--- config.mk ---
export PLATFORM = sky130hd
export DESIGN_NAME = w_icons_spi_frame_decoder
export DESIGN_NICKNAME = d
export VERILOG_FILES = /design/src/rtl/w_icons_spi_frame_decoder.sv
export SDC_FILE = /design/constraint.sdc
export NUM_CORES = 1
export LEC_CHECK = 0
export CORE_ASPECT_RATIO = 0.9
export CORE_MARGIN = 4
export CORE_UTILIZATION = 56
export CTS_BUF_LIST = sky130_fd_sc_hd__clkbuf_16
export CTS_CLUSTER_DIAMETER = 150
export DETAILED_ROUTE_END_ITERATION = 7
export GPL_TIMING_DRIVEN = 0
export PLACE_DENSITY_LB_ADDON = 0.08
export REMOVE_ABC_BUFFERS = 1
export SLEW_MARGIN = 10
export SYNTH_ARGS = -nofsm -noshare
export SYNTH_HDL_FRONTEND = slang
export SYNTH_SLANG_ARGS = --single-unit
--- constraint.sdc ---
create_clock -name clk_i -period 3.3 [get_ports clk_i]
set_input_delay 0.33 -clock clk_i [delete_from_list [all_inputs] [get_ports clk_i]]
set_output_delay 0.33 -clock clk_i [all_outputs]
set_load 0.02 [all_outputs]
--- src/rtl/w_icons_spi_frame_decoder.sv ---
// SPI byte-stream command decoder: assembles CRC-8 protected read/write frames
// into single-cycle register strobes and feeds read responses back to the shifter.
module w_icons_spi_frame_decoder #(
    parameter logic [7:0] CRC_POLY = 8'h07,
    parameter logic [7:0] CRC_INIT = 8'h00
) (
    input  logic        clk_i,
    input  logic        reset_n_i,
    input  logic        cs_n_i,
    input  logic [7:0]  rx_byte_i,
    input  logic        rx_valid_i,
    output logic [7:0]  tx_byte_o,
    output logic [9:0]  reg_addr_o,
    output logic [15:0] reg_wdata_o,
    output logic        reg_we_o,
    output logic        reg_re_o,
    input  logic [15:0] reg_rdata_i,
    input  logic        err_clr_i,
    output logic        err_crc_o,
    output logic [3:0]  dbg_state_o
);

    // Handshake: rx_valid_i is a one-cycle strobe with no back-pressure; every
    // strobe seen while cs_n_i is low is consumed in that same cycle.
    typedef enum logic [3:0] {
        S_IDLE   = 4'd0,
        S_ADDR   = 4'd1,
        S_DATA_H = 4'd2,
        S_DATA_L = 4'd3,
        S_CRC    = 4'd4,
        S_RD_H   = 4'd5,
        S_RD_L   = 4'd6,
        S_RD_CRC = 4'd7,
        S_DONE   = 4'd8
    } state_t;

    state_t      r_state;
    state_t      w_next;
    logic [7:0]  r_crc;
    logic        r_is_wr;
    logic [9:0]  r_addr;
    logic [15:0] r_wdata;
    logic        r_we;
    logic        r_re;
    logic        r_cap;
    logic [15:0] r_rdata;
    logic [7:0]  r_tx;
    logic        r_err;

    logic        w_we_set;
    logic        w_re_set;
    logic        w_err_set;
    logic [7:0]  w_crc_step;
    logic [7:0]  w_resp_crc;

    function automatic logic [7:0] crc8_byte(input logic [7:0] crc, input logic [7:0] data);
        logic [7:0] c;
        c = crc ^ data;
        for (int i = 0; i < 8; i++) begin
            c = c[7] ? ((c << 1) ^ CRC_POLY) : (c << 1);
        end
        return c;
    endfunction

    assign w_crc_step = crc8_byte(r_crc, rx_byte_i);
    assign w_resp_crc = crc8_byte(crc8_byte(CRC_INIT, r_rdata[15:8]), r_rdata[7:0]);

    always_ff @(posedge clk_i) begin
        if (!reset_n_i) begin
            r_state <= S_IDLE;
        end else begin
            r_state <= w_next;
        end
    end

    always_comb begin
        w_next    = r_state;
        w_we_set  = 1'b0;
        w_re_set  = 1'b0;
        w_err_set = 1'b0;
        if (cs_n_i) begin
            w_next = S_IDLE;
        end else if (rx_valid_i) begin
            case (r_state)
                S_IDLE:   w_next = S_ADDR;
                S_ADDR:   w_next = r_is_wr ? S_DATA_H : S_CRC;
                S_DATA_H: w_next = S_DATA_L;
                S_DATA_L: w_next = S_CRC;
                S_CRC: begin
                    if (rx_byte_i == r_crc) begin
                        w_we_set = r_is_wr;
                        w_re_set = !r_is_wr;
                        w_next   = r_is_wr ? S_DONE : S_RD_H;
                    end else begin
                        w_err_set = 1'b1;
                        w_next    = S_DONE;
                    end
                end
                S_RD_H:   w_next = S_RD_L;
                S_RD_L:   w_next = S_RD_CRC;
                S_RD_CRC: w_next = S_DONE;
                S_DONE:   w_next = S_DONE;
                default:  w_next = S_IDLE;
            endcase
        end
    end

    always_ff @(posedge clk_i) begin
        if (!reset_n_i) begin
            r_crc   <= CRC_INIT;
            r_is_wr <= 1'b0;
            r_addr  <= '0;
            r_wdata <= '0;
            r_we    <= 1'b0;
            r_re    <= 1'b0;
            r_cap   <= 1'b0;
            r_rdata <= '0;
            r_tx    <= '0;
            r_err   <= 1'b0;
        end else begin
            r_we  <= w_we_set;
            r_re  <= w_re_set;
            // Read data arrives the cycle after the read strobe.
            r_cap <= r_re && !cs_n_i;
            if (w_err_set) begin
                r_err <= 1'b1;
            end else if (err_clr_i) begin
                r_err <= 1'b0;
            end
            if (cs_n_i) begin
                r_crc <= CRC_INIT;
                r_tx  <= '0;
            end else begin
                if (r_cap) begin
                    r_rdata <= reg_rdata_i;
                    r_tx    <= reg_rdata_i[15:8];
                end
                if (rx_valid_i) begin
                    case (r_state)
                        S_IDLE: begin
                            r_crc       <= crc8_byte(CRC_INIT, rx_byte_i);
                            r_is_wr     <= rx_byte_i[7];
                            r_addr[9:8] <= rx_byte_i[1:0];
                        end
                        S_ADDR: begin
                            r_crc       <= w_crc_step;
                            r_addr[7:0] <= rx_byte_i;
                        end
                        S_DATA_H: begin
                            r_crc          <= w_crc_step;
                            r_wdata[15:8]  <= rx_byte_i;
                        end
                        S_DATA_L: begin
                            r_crc         <= w_crc_step;
                            r_wdata[7:0]  <= rx_byte_i;
                        end
                        S_RD_H:   r_tx <= r_rdata[7:0];
                        S_RD_L:   r_tx <= w_resp_crc;
                        S_RD_CRC: r_tx <= '0;
                        default:  ;
                    endcase
                end
            end
        end
    end

    assign tx_byte_o   = r_tx;
    assign reg_addr_o  = r_addr;
    assign reg_wdata_o = r_wdata;
    assign reg_we_o    = r_we;
    assign reg_re_o    = r_re;
    assign err_crc_o   = r_err;
    assign dbg_state_o = r_state;

endmodule

# Word level (Yosys, flattened, before mapping)
# Index checks and enable logic that the tools add are counted.
word_totals:
  out_inout_bits: 41
  register_bits: 67
  word_cells: 123
classes:
  eq_ne: 9
  n_bitwise: 39
  muxes: 46
  n_reduce_logical: 16
ops:
  columns: ["operator", "count"]
  rows:
  - ["two-way mux 3 bit", 33]
  - ["inverter 3 bit", 32]
  - ["one-hot mux 4 bit (8 select lines)", 1]
  - ["one-hot mux 8 bit (3 select lines)", 1]
  - ["== test 4 x 3 -> 1 bit, second input constant", 4]
  - ["two-way mux 8 bit", 2]
  - ["one-hot mux 8 bit (2 select lines)", 1]
  - ["bitwise XOR 8 bit", 2]
  - ["AND reduction 3 bit", 4]
  - ["== test 4 x 2 -> 1 bit, second input constant", 2]
  - ["== test 8 bit", 1]
  - ["two-way mux 4 bit", 2]
  - ["two-way mux 1 bit", 6]
  - ["inverter 1 bit", 5]
  - ["OR reduction 5 bit", 1]
  - ["== test 4 x 1 -> 1 bit, second input constant", 1]
  - ["== test 4 bit, second input constant", 1]
  - ["zero test 4 bit", 1]
  - ["AND reduction 2 bit", 2]
  - ["nonzero test 2 bit", 2]
  - ["OR reduction 2 bit", 2]
  - ["OR reduction 3 bit", 1]
  - ["zero test 1 bit", 2]
  - ["logical AND 1 bit", 1]

# Logic depth before layout (Yosys ltp)
# Gate-level depths: netlist of run 1.
depth:
  word_depth: 35
  ltp_mapped: 8

# Worst setup path after synthesis of run 1
# Ideal clock, no wire load.
synth_path:
  path_kind: "register to register"
  start: "register r_state[2], in the netlist dbg_state_o[2]"
  end: "register r_crc[2]"
  stages_incl_launch_ff: 7
  setup_slack_ns: 1.282
  period_less_slack_ns: 2.018
  t_arrival_ns: 1.935
  cell_sequence: "dfxtp_1 buf_6 or3b_4 or3_1 or2_0 mux4_2 o221ai_1"
synth_between:
  elab_chain_len: 4
  word_cells_on_any_way: 8
  classes_between: "eq/ne (3); mux (1); reduce/logical (4)"
synth_lines:
  columns: ["element", "line", "rtl"]
  rows:
  - ["from (decl)", "37", "state_t r_state;"]
  - ["from (signal assigned)", "72", "r_state <= w_next;"]
  - ["== test 4 x 2 -> 1 bit or == test 4 x 1 -> 1 bit (tied branches)", "139", "case (r_state)"]
  - ["OR reduction 3 bit (no source line)", null, null]
  - ["nonzero test 2 bit (no source line)", null, null]
  - ["AND reduction 2 bit (no source line)", null, null]
  - ["to (signal assigned)", "141", "r_crc <= crc8_byte(CRC_INIT, rx_byte_i);"]
  - ["to (signal assigned)", "146", "r_crc <= w_crc_step;"]
  - ["to (signal assigned)", "150", "r_crc <= w_crc_step;"]
  - ["to (decl)", "39", "logic [7:0] r_crc;"]
# Several ways; a longest one is shown, not always the timed one.
# A chain may end at the register's enable or synchronous reset.

# Worst setup path after layout of run 1
layout_path:
  start: "input port reset_n_i"
  end: "register r_crc[2]"
layout_between:
  elab_chain_len: 2
layout_lines:
  columns: ["element", "line", "rtl"]
  rows:
  - ["from (decl)", "8", "input logic reset_n_i,"]
  - ["inverter 1 bit (no source line)", null, null]
  - ["OR reduction 2 bit (no source line)", null, null]
# Every way passes these cells.

==> run metrics, run 1 <==
all-layer global routing usage=0.2448; # DRC=0; Final Hold Vio Count=0; largest net degree at the start of global routing=47; # IOs=70; RSZ-0062 raised after global routing=no; vias in the first global route=3,112; wire length per cell=16.40 um; outcome=completed; CTS max path bufs=2; switching share of power=0.2545; Crit path required time=3.55 ns; first-pass iteration count of the detailed router=5; ys async rst share=0; Post-Synth Adder-Cell Area=0.01025; Comb pwr share=0.106; Final nets=506; Fmax=401.5 MHz; die area=7897 um2; post-synthesis sequential area ratio=0.3664; Via Count=3,213; compound-cell area share of the yosys netlist=0.1606; Unique masters post-synth=48; Post-synth EDFFs=0; Antenna diodes=0; post-detail-place hpwl=6384 um; Synth top area share=0.3664; number of port buffers=69; remaining global-route overflow=0; Row Count=27; routed vias/inst=5.677; Placer Congestion=0.8406; Worst-path clk slew=0.05 ns; CTS sink cnt=67; drt first-iter violations=220; first-pass GRT wire length=15,490 um; total leakage power=1.609 nW; part of the cycle the worst path needs=0.7548; clock skew=0.004585 ns; Num CTS Buffers=9; internal power=1.423 mW; main combinational cell family by area after synthesis=simple AND/OR/NAND/NOR gates; core area=6216 um2; H-Tree Depth=3; initial antenna violation count=0; Post-CTS Hold Buffers=0; net switching power figure=485.7 uW; post-synthesis xor/xnor area fraction=0.1531; worst-skew pair later-pin latency=0.33 ns; Setup CP Type=in2reg; arrival time worst endpoint=2.74 ns; post-route minimum period=2.491 ns; Final Max Slew Viols=0; most common cell after layout, fill and taps aside=clkdlybuf4s50_1; Post-Synthesis Mean Instance Area=8.534 um2; post-synth top area cell=dfxtp_1; Total Wirelength=9282 um; Layout Area Growth over Synthesis=25.36%; max-cap violations=0; worst min path class=reg2reg; Post CTS Setup Buffer Count=0; Synth warnings=0; Worst slew margin=0.2041; mux cell area share after synthesis=0.05913; hold slack final=0.4607 ns; root buffer selected by CTS=clkbuf_16; CTS tree=built; Synth Instances=429; Critical Path Start Type=input pin; Flop pwr share=0.437; Die Ht=84.71 um; Yosys reg bits=67; Max rail drop VDD=0.3226 mV; Syn Std Cell Area=3661 um2; share of layout cells above drive strength 1=0.05219; Setup Viol. Count Final=0; pwr/cell area=415.8 nW/um2; Die Width=93.23 um; most frequent cells in the layout=68 x clkdlybuf4s50_1, 67 x dfxtp_1, 61 x nand2_1; simple-gate share of the synthesized area=0.2095; Worst setup EP type=flop; antenna violation net count after detailed routing=0; total power=1.908 mW; initial core utilization=0.5890; critical path fanouts, max=46; post_cts resized=0; final setup TNS=0 ns; Clock power frac=0.458; Primary FF master, synth=dfxtp_1; top cells by area, synth=dfxtp_1 37%, xnor2_1 7.9%, a21boi_0 7.2%, nand2_1 6.3%, mux2i_1 4.4%; Slew @ Worst Pin=1.191 ns
## cell usage after synthesis, types with 5 or more instances
master / count
a211oi_1: 5
a21boi_0: 35
a21oi_1: 22
clkbuf_1: 30
dfxtp_1: 67
mux2i_1: 16
nand2_1: 61
nand2b_1: 8
nand3_1: 24
nor2_1: 17
nor2b_1: 12
nor3_1: 5
o21ai_0: 18
xnor2_1: 33
xor2_1: 18
## critical path, stage by stage
cell      delay (ns)
buf_2           0.54
nand2b_1        0.62
or3_1           0.50
or2_0           0.20
mux4_2          0.44
o221ai_1        0.08
## sequential cells by signal (all words and copies together) (netlist names), 4 cells and up
signal       count
reg_wdata_o     16
reg_addr_o      10
r_rdata         16
r_crc            8
dbg_state_o      4
tx_byte_o        8
## final cells by class
cell class	instances	area (um2)
Multi-Input combinational cell	325	2175
Inverter	2	7.507
Timing Repair Buffer	69	685.7
Sequential cell	67	1341
Clock inverter	7	46.29
Tap cell	87	108.9
Fill cell	500	1627
Clock buffer	9	225.2
## routing by layer
layer	wire [um]	track usage
met1	4334	0.3473
met2	4144	0.3662
met3	683	0.06720
met4	119	0.06391
met5	0	0
## metrics by stage
stage               cell area, um2  worst slack [ns]    util  cells
finish                        4589            0.8092  0.7383    566
global route                  4589            0.5958  0.7383    566
CTS                           4584            0.4780  0.7375    566
detailed placement            4313            0.1404  0.6938    550
global placement              4318           -0.5849  0.6946    550
floorplan                     3518             1.017       -    394
## power by group through the flow
stage	logic (mW)	registers [mW]	clock network, mW
floorplan	0.112	0.850	0
detailed placement	0.199	0.850	0
CTS	0.201	0.833	0.887
global placement	0.194	0.849	0
finish	0.202	0.833	0.873
global route	0.222	0.834	0.921
## cell families after synthesis
group / count (synthesis)
compound gates: 91
xor+xnor: 56
fa+ha+maj: 3
buf+inv: 37
flops: 67
mux: 20
simple gates: 155
## final timing paths
kind | end | slack [ns] | depth (start not counted) | from
worst min register to register | r_cap$_SDFF_PN0_ | 0.46 | 1 | reg_re_o$_SDFF_PP0_
worst max-delay path | r_crc[2]$_SDFFE_PP0P_ | 0.81 | 6 | reset_n_i
worst max register to register | reg_addr_o[4]$_SDFFE_PN0P_ | 0.90 | 5 | dbg_state_o[2]$_SDFFE_PP0P_
worst min-delay path | r_cap$_SDFF_PN0_ | 0.46 | 1 | reg_re_o$_SDFF_PP0_
Power figures use the tool's default switching activity.
==> run 2: changes to the inputs <==
--- a/config.mk
+++ b/config.mk
@@ -7,7 +7,7 @@
 export LEC_CHECK = 0
 export CORE_ASPECT_RATIO = 0.9
 export CORE_MARGIN = 4
-export CORE_UTILIZATION = 56
+export CORE_UTILIZATION = 52
 export CTS_BUF_LIST = sky130_fd_sc_hd__clkbuf_16
 export CTS_CLUSTER_DIAMETER = 150
 export DETAILED_ROUTE_END_ITERATION = 7
==> constraint.sdc (replaced) <==
create_clock -name clk_i -period 2.3 [get_ports clk_i]
set_input_delay 0.23 -clock clk_i [delete_from_list [all_inputs] [get_ports clk_i]]
set_output_delay 0.23 -clock clk_i [all_outputs]
set_load 0.02 [all_outputs]
==> run 2 against run 1 <==
Combinational power grew 44%. Flip-flop and latch count is the same. Worst hold slack lost 0.012 ns. Sequential power grew 43%. Critical path type is now reg2reg. Clock-buffer cell count is the same. Die area grew 7.0%.
==> run metrics, run 2 (synthesis results as in run 1) <==
outcome=completed (unchanged); Row Count=28 (was 27); first-pass GRT wire length=14,580 um (was 15,490 um); post-placement cell count=553 (was 550); post-detail-place hpwl=6297 um (was 6384 um); Crit path required time=2.55 ns (was 3.55 ns); die area=8449 um2 (was 7897 um2); arrival time worst endpoint=2.43 ns (was 2.74 ns); multi-input logic area=2185 um2 (was 2175 um2); all-layer global routing usage=0.2239 (was 0.2448); most common cell after layout, fill and taps aside=clkdlybuf4s50_1 (unchanged); Final nets=506 (unchanged); CTS tree=built (unchanged); fin area=4636 um2 (was 4589 um2); share of layout cells above drive strength 1=0.05846 (was 0.05219); worst r2r src=dbg_state_o[2]$_SDFFE_PP0P_ (unchanged); critical path fanouts, max=19 (was 46); RSZ-0062 raised after global routing=no (unchanged); CTS sink cnt=67 (unchanged); hold_sp=reg_rdata_i[3] (was reg_re_o$_SDFF_PP0_); Total Wirelength=9109 um (was 9282 um); antenna violation net count after detailed routing=0 (unchanged); routed vias/inst=5.476 (was 5.677); H-Tree Depth=3 (unchanged); worst-skew pair later-pin latency=0.34 ns (was 0.33 ns); Worst setup EP type=flop (unchanged); cell chain of the critical path=or3b_4 > or3_1 > or2_0 > mux4_2 > o221ai_1 (was buf_2 > nand2b_1 > or3_1 > or2_0 > mux4_2 > o221ai_1); CTS max path bufs=2 (unchanged); # DRC=0 (unchanged); crit-path leading delay family=simple AND/OR/NAND/NOR gates (unchanged); flop-to-flop setup slack=0.13 ns (was 0.90 ns); Layout Area Growth over Synthesis=26.62% (was 25.36%); Slew @ Worst Pin=1.116 ns (was 1.191 ns); Final Max Slew Viols=0 (unchanged); number of port buffers=69 (unchanged); first-pass iteration count of the detailed router=4 (was 5); filler instances=539 (was 500); remaining global-route overflow=0 (unchanged); # IOs=70 (unchanged); Crit-path slowest cell=or3b_4 (was nand2b_1); pwr/cell area=620.3 nW/um2 (was 415.8 nW/um2); initial core utilization=0.5471 (was 0.5890); final core occ=0.6928 (was 0.7383); Setup Viol. Count Final=0 (unchanged); Post-DP Area=4317 um2 (was 4313 um2); most frequent cells in the layout=68 x clkdlybuf4s50_1, 67 x dfxtp_1, 61 x nand2_1 (unchanged); initial antenna violation count=0 (unchanged); core area=6691 um2 (was 6216 um2); Antenna diodes=0 (unchanged); clock skew=0.007224 ns (was 0.004585 ns); Final Hold Vio Count=0 (unchanged); max-cap violations=0 (unchanged); root buffer selected by CTS=clkbuf_16 (unchanged); Placer Congestion=0.8689 (was 0.8406); Critical Path Start=dbg_state_o[2]$_SDFFE_PP0P_ (was reset_n_i); Critical Path Start Type=flop (was input pin); Die Ht=87.60 um (was 84.71 um); Setup CP Type=reg2reg (was in2reg); Critical path buffers and inverters=0 (was 1); drt first-iter violations=159 (was 220); wire length per cell=16.01 um (was 16.40 um); Worst-path clk slew=0.06 ns (was 0.05 ns); largest net degree at the start of global routing=47 (unchanged); worst min path class=in2reg (was reg2reg); part of the cycle the worst path needs=0.9456; total leakage power=1.620 nW (was 1.609 nW); post-route minimum period=2.175 ns; Fmax=459.8 MHz; Max rail drop VDD=0.4439 mV (was 0.3226 mV); fin cells=569 (was 566); hold slack final=0.4488 ns (was 0.4607 ns); Worst slew margin=0.2547 (was 0.2041); total power=2.876 mW (was 1.908 mW); Num CTS Buffers=9 (unchanged); vias in the first global route=2,927 (was 3,112); register area=1341 um2 (unchanged); Die Width=96.45 um (was 93.23 um); CP max stage delay=0.51 ns (was 0.62 ns); Post-CTS Hold Buffers=0 (unchanged); Via Count=3,116 (was 3,213)
run 2: repair_timing:
item / in CTS / in global routing
endpoints found under the setup margin: 20 / 2
buffers inserted: 0 / 0
pin swaps: 0 / 0
resized for setup: 4 / 2
run 2: per-layer routing:
layer | global-route usage | routed length (um) | up-vias | part of all wire
met4 | 0.05350 | 32 | 0 | 0.0035
met5 | 0 | 0 | - | 0
li1 | - | - | 1559 | -
met1 | 0.3376 | 4492 | 1447 | 0.49
met2 | 0.3114 | 3832 | 107 | 0.42
met3 | 0.06787 | 751 | 3 | 0.082
run 2: where the power goes:
| group | switching [mW] | internal [mW] | total (mW) |
|---|---|---|---|
| registers | 0.0208 | 1.17 | 1.19 |
| logic | 0.150 | 0.141 | 0.291 |
| clock network | 0.544 | 0.846 | 1.39 |
run 2: through the flow:
| stage | setup TNS [ns] | setup slack [ns] |
|---|---|---|
| finish | 0 | 0.1251 |
| global route | 0 | 0.02978 |
| CTS | 0 | 0.1294 |
| detailed placement | -15.44 | -0.8010 |
| global placement | -28.77 | -1.488 |
| floorplan | 0 | 0.01711 |
run 2: area by class of cell:
cell class,instances,share of cell area
repair buffers,69,0.1484
clock inverters,7,0.01646
multi-input cells,325,0.4713
clock buffers,9,0.04858
inverters,2,0.001619
well taps,90,0.02429
flip-flops and latches,67,0.2893
run 2: tightest hold or removal path, stage by stage:
cell	delay, ns
clkdlybuf4s50_1	0.39
nand2_1	0.05
a21boi_0	0.06
run 2: path summary, 6_finish.rpt:
check	cells past startpoint	endpoint
worst min-delay path	3	r_rdata[3]$_SDFFE_PN0P_
worst max register to register	5	r_crc[2]$_SDFFE_PP0P_
worst max-delay path	5	r_crc[2]$_SDFFE_PP0P_
worst min register to register	2	reg_wdata_o[14]$_SDFFE_PN0P_
